<file path="config.mk">
export PLATFORM = sky130hd
export DESIGN_NAME = pow_var_exp_seq
export DESIGN_NICKNAME = d
export VERILOG_FILES = /design/src/rtl/pow_pkg.sv /design/src/rtl/pow_mul_wide.sv /design/src/rtl/pow_var_exp_seq.sv
export SDC_FILE = /design/constraint.sdc
export NUM_CORES = 1
export LEC_CHECK = 0
export CAP_MARGIN = 15
export CORE_UTILIZATION = 35
export DETAILED_ROUTE_END_ITERATION = 8
export GPL_TIMING_DRIVEN = 0
export SYNTH_ARGS = -nofsm -noshare
export SYNTH_HDL_FRONTEND = slang
export SYNTH_SLANG_ARGS = --single-unit
</file>
<file path="constraint.sdc">
create_clock -name clock -period 6.9 [get_ports clock]
set_input_delay 1.38 -clock clock [delete_from_list [all_inputs] [get_ports clock]]
set_output_delay 1.38 -clock clock [all_outputs]
set_load 0.02 [all_outputs]
</file>
<file path="src/rtl/pow_pkg.sv">
// Shared definitions for the power-unit family (comb, pipe and sequential variants):
// FSM state encodings and default operand/exponent widths.
package pow_pkg;

  localparam int POW_WIDTH_DEFAULT     = 18;
  localparam int POW_EXP_WIDTH_DEFAULT = 4;

  typedef enum logic [1:0] {
    POW_IDLE = 2'd0,
    POW_CALC = 2'd1,
    POW_DONE = 2'd2
  } pow_state_e;

endpackage

</file>
<file path="src/rtl/pow_mul_wide.sv">
// Combinational unsigned multiplier: WIDTH x WIDTH operands, product of PROD_WIDTH bits
// (2*WIDTH for the full product, or WIDTH when only the truncated low half is wanted).
module pow_mul_wide
  import pow_pkg::*;
#(
  parameter int WIDTH      = POW_WIDTH_DEFAULT,
  parameter int PROD_WIDTH = 2 * WIDTH
) (
  input  logic [WIDTH-1:0]      a,
  input  logic [WIDTH-1:0]      b,
  output logic [PROD_WIDTH-1:0] prod
);

  logic [PROD_WIDTH-1:0] a_ext;
  logic [PROD_WIDTH-1:0] b_ext;

  // Widen before multiplying so the product is formed at the full output width.
  assign a_ext = PROD_WIDTH'(a);
  assign b_ext = PROD_WIDTH'(b);
  assign prod  = a_ext * b_ext;

endmodule

</file>
<file path="src/rtl/pow_var_exp_seq.sv">
// Sequential square-and-multiply power unit: result = n ** exp mod 2**WIDTH, run/ready handshake.
// Define POW_VAR_EXP_SEQ_OVERFLOW_EN to report exact overflow; otherwise overflow is tied to 0.
module pow_var_exp_seq
  import pow_pkg::*;
#(
  parameter int WIDTH     = POW_WIDTH_DEFAULT,
  parameter int EXP_WIDTH = POW_EXP_WIDTH_DEFAULT
) (
  input  logic                 clock,
  input  logic                 reset_n,
  input  logic                 run,
  input  logic [WIDTH-1:0]     n,
  input  logic [EXP_WIDTH-1:0] exp,
  output logic                 busy,
  output logic                 ready,
  output logic [WIDTH-1:0]     result,
  output logic                 overflow
);

`ifdef POW_VAR_EXP_SEQ_OVERFLOW_EN
  localparam int PROD_WIDTH = 2 * WIDTH;
`else
  localparam int PROD_WIDTH = WIDTH;
`endif

  pow_state_e            state_reg, state_next;
  logic [WIDTH-1:0]      acc_reg, base_reg, result_reg, acc_next;
  logic [EXP_WIDTH-1:0]  e_reg, e_shift;
  logic                  overflow_reg, ovf_next;
  logic [PROD_WIDTH-1:0] acc_prod, base_prod;
  logic                  accept, last_step;

  pow_mul_wide #(.WIDTH(WIDTH), .PROD_WIDTH(PROD_WIDTH)) u_mul_acc (
    .a    (acc_reg),
    .b    (base_reg),
    .prod (acc_prod)
  );

  pow_mul_wide #(.WIDTH(WIDTH), .PROD_WIDTH(PROD_WIDTH)) u_mul_base (
    .a    (base_reg),
    .b    (base_reg),
    .prod (base_prod)
  );

  assign e_shift   = e_reg >> 1;
  assign last_step = (e_shift == '0);
  assign accept    = run && (state_reg != POW_CALC);
  assign acc_next  = e_reg[0] ? acc_prod[WIDTH-1:0] : acc_reg;

`ifdef POW_VAR_EXP_SEQ_OVERFLOW_EN
  logic ovf_reg;

  // A squared base only matters if a later step will still multiply it in.
  assign ovf_next = ovf_reg
                  | (e_reg[0] && (|acc_prod[PROD_WIDTH-1:WIDTH]))
                  | (!last_step && (|base_prod[PROD_WIDTH-1:WIDTH]));

  always_ff @(posedge clock) begin
    if (!reset_n) begin
      ovf_reg <= 1'b0;
    end else if (accept) begin
      ovf_reg <= 1'b0;
    end else if (state_reg == POW_CALC) begin
      ovf_reg <= ovf_next;
    end
  end
`else
  assign ovf_next = 1'b0;
`endif

  always_ff @(posedge clock) begin
    if (!reset_n) begin
      state_reg <= POW_IDLE;
    end else begin
      state_reg <= state_next;
    end
  end

  always_comb begin
    state_next = state_reg;
    case (state_reg)
      POW_IDLE, POW_DONE: begin
        if (run) begin
          state_next = (exp != '0) ? POW_CALC : POW_DONE;
        end else begin
          state_next = POW_IDLE;
        end
      end
      POW_CALC: begin
        if (last_step) begin
          state_next = POW_DONE;
        end
      end
      default: state_next = POW_IDLE;
    endcase
  end

  always_ff @(posedge clock) begin
    if (!reset_n) begin
      acc_reg      <= '0;
      base_reg     <= '0;
      e_reg        <= '0;
      result_reg   <= '0;
      overflow_reg <= 1'b0;
    end else if (accept) begin
      acc_reg  <= WIDTH'(1);
      base_reg <= n;
      e_reg    <= exp;
      // exp = 0 skips CALC entirely, so the result (n**0 = 1) is published here.
      if (exp == '0) begin
        result_reg   <= WIDTH'(1);
        overflow_reg <= 1'b0;
      end
    end else if (state_reg == POW_CALC) begin
      acc_reg  <= acc_next;
      base_reg <= base_prod[WIDTH-1:0];
      e_reg    <= e_shift;
      if (last_step) begin
        result_reg   <= acc_next;
        overflow_reg <= ovf_next;
      end
    end
  end

  assign busy     = (state_reg == POW_CALC);
  assign ready    = (state_reg == POW_DONE);
  assign result   = result_reg;
  assign overflow = overflow_reg;

endmodule

</file>
==> impl_metrics.toml <==
[clock_tree]
cts_tree = "built"
htreeDepth = 3
clk_latency_ns = 0.33
cts_setup_buffers = 0
path_clk_slew_ns = 0.06
cts_made_buffers = 9
clock_sinks = 60
cts_root_buf = "clkbuf_16"
clock_path_buffers = 2

[logic_synthesis]
yosysSeqAreaShare = 0.103
synth_edf_count = 0
synth_cell_types = 49
synthCells = 1352
synth_flop_cell = "dfxtp_1"
syn-num-nets = 1687
synth_area_um2 = 11700
ys_warn_count = 0
async_flop_share = 0
ys_seq_elements = 60
synth.avg_cell_area_um2 = 8.66

[critical_path]
arrival_ns = 6.70
path_class = "flop to flop"
cp_max_fo = 10
cp_cell_sequence = "clkbuf_1 -> and2_1 -> fa_1 -> inv_1 -> fa_1 -> fa_1 -> fa_1 -> inv_1 -> fa_1 -> inv_1 -> fa_1 -> inv_1 -> ha_1 -> nand2_1 -> o31ai_1 -> a31oi_1 -> xnor2_1 -> mux2i_1 -> o21ai_0"
slowest_delay_ns = 0.62
cpMaxStageDelayCell = "dfxtp_1"
cp_data_required_time_ns = 7.16
worstSetupStartpointType = "flop"
crit_path_frequent_cell = "fa_1"
endpoint_kind = "flop"

[final_layout]
drive_gt1_frac = 0.0283
final_common_cell = "inv_1"
multi_input_comb_area_um2 = 8980
n_fill_cell = 3389
syn_to_final_growth_pct = 10.8
fin_cells = 1855
seq_area_um2 = 1200
fin_nets = 1741
layout_common_cells = "inv_1, fa_1, and2_1"

[global_routing]
grt_pass1_vias = 9543
overflow = 0
grt_max_degree = 13
grt_pass1_wl_um = 51800
grtUsageTotal = 0.199
antenna_found_initial = 0

[sta]
post-route-period-util = 0.933
layout_setup_ws_ns = 0.461
hold_violations = 0
finalMaxSlewViolations = 0
whs_ns = 0.473
worst_pin_slew_ns = 0.735
fmax_mhz = 155
rsz0062_at_grt = "false"
fin_setup_tns_ns = 0
relSlewSlack = 0.510
final.min_clock_period_ns = 6.44
fin_skew_ns = 0.00572
setup-violations-final = 0

[power]
total_power_mw = 1.51
leakagePower_nw = 6.56
power.density_nw_per_um2 = 116
ir_drop_v = 0.000130

[worst_hold_path]
hold_class = "flop to flop"

[drt]
drt_pass1_iterations = 5
drt_first_iter_violations = 481
vias_per_cell = 4.73
wl_per_cell_um = 16.8
num_vias = 8766
antenna_left = 0
drt_wl_total_um = 31200
drc = 0

[flow_run]
maxCapViolCount = 0

[placement]
dp_hpwl_um = 25400
dp.cells = 1837
gp_congestion = 0.855
port_buffers = 43
dp_slack_ns = 0.284

[floorplan]
dieHeight_um = 185
initial_utilization = 0.358
coreArea_um2 = 32700
num_io_pins = 46
die_w_um = 185
dieArea_um2 = 34200
num_rows = 66

[run_status]
outcome = "complete, no violations"
[routing by layer]
layer	share of wire	vias up	global-route usage
li1	-	4109	-
met1	0.45	4419	0.272
met2	0.48	202	0.338
met3	0.048	36	0.0189
met4	0.016	0	0.0469
met5	0	-	0
[what timing repair did]
item                       in CTS  in global routing
gates resized for setup         0                  2
setup endpoints to repair       0                  1
hold buffers                    0                  0
[worst max-delay path: cells and delay by family (launching register included)]
family	cells	cell delay, ns
multiplexers	1	0.16
flip-flops	1	0.62
AO/OA/AOI/OAI	3	0.92
XOR/XNOR	1	0.29
buffers and inverters	5	0.82
adder cells (fa/ha/maj)	7	3.20
AND/OR/NAND/NOR	2	0.34
[worst paths after layout]
check,start,endpoint,slack [ns],cells past startpoint
worst max register to register,base_reg[6],result[16],0.46,19
worst max-delay path,base_reg[6],result[16],0.46,19
worst min-delay path,result[10],result[10],0.47,2
worst min register to register,result[10],result[10],0.47,2
[cell type report]
cell class | count | area share
diodes | 2 | 0.000386
inverters | 335 | 0.0969
repair buffers | 43 | 0.0332
plain buffers | 63 | 0.0203
clock inverters | 7 | 0.00415
well taps | 442 | 0.0426
clock buffers | 9 | 0.0174
multi-input cells | 894 | 0.692
flip-flops and latches | 60 | 0.0926
[logic make-up after synthesis]
group | share of synthesized area
buffers and inverters | 0.130
AND/OR/NAND/NOR | 0.156
adder cells (fa/ha/maj) | 0.460
AO/OA/AOI/OAI | 0.0677
XOR/XNOR | 0.0542
flip-flops | 0.103
multiplexers | 0.0285
other | 0.000320
[where the power goes]
part | internal, mW | switching (mW) | total (mW)
combinational | 0.262 | 0.422 | 0.685
sequential | 0.367 | 0.0338 | 0.400
clock | 0.244 | 0.178 | 0.422
[synth_stat cells, types with 4 or more instances]
| master | count | share of area |
|---|---|---|
| fa_1 | 201 | 0.34 |
| mux2i_1 | 30 | 0.026 |
| nand2_1 | 148 | 0.047 |
| xnor2_1 | 51 | 0.038 |
| ha_1 | 109 | 0.12 |
| nor2_1 | 30 | 0.0096 |
| nor2b_1 | 15 | 0.0080 |
| buf_2 | 5 | 0.0021 |
| dfxtp_1 | 60 | 0.10 |
| clkbuf_1 | 53 | 0.017 |
| a31oi_1 | 5 | 0.0027 |
| and2_1 | 150 | 0.080 |
| o211a_1 | 13 | 0.011 |
| a21oi_1 | 38 | 0.016 |
| inv_1 | 335 | 0.11 |
| a211oi_1 | 7 | 0.0045 |
| o21ai_0 | 22 | 0.0094 |
| xnor2_2 | 4 | 0.0056 |
| a21o_1 | 13 | 0.0083 |
| xor2_1 | 14 | 0.010 |
[through the flow]
stage               cell area, um2  utilization
floorplan                    11700            -
global placement             12700        0.388
detailed placement           12700        0.388
CTS                          13000        0.397
global route                 13000        0.397
finish                       13000        0.397
Note: power is estimated with default switching activity, not from simulation.
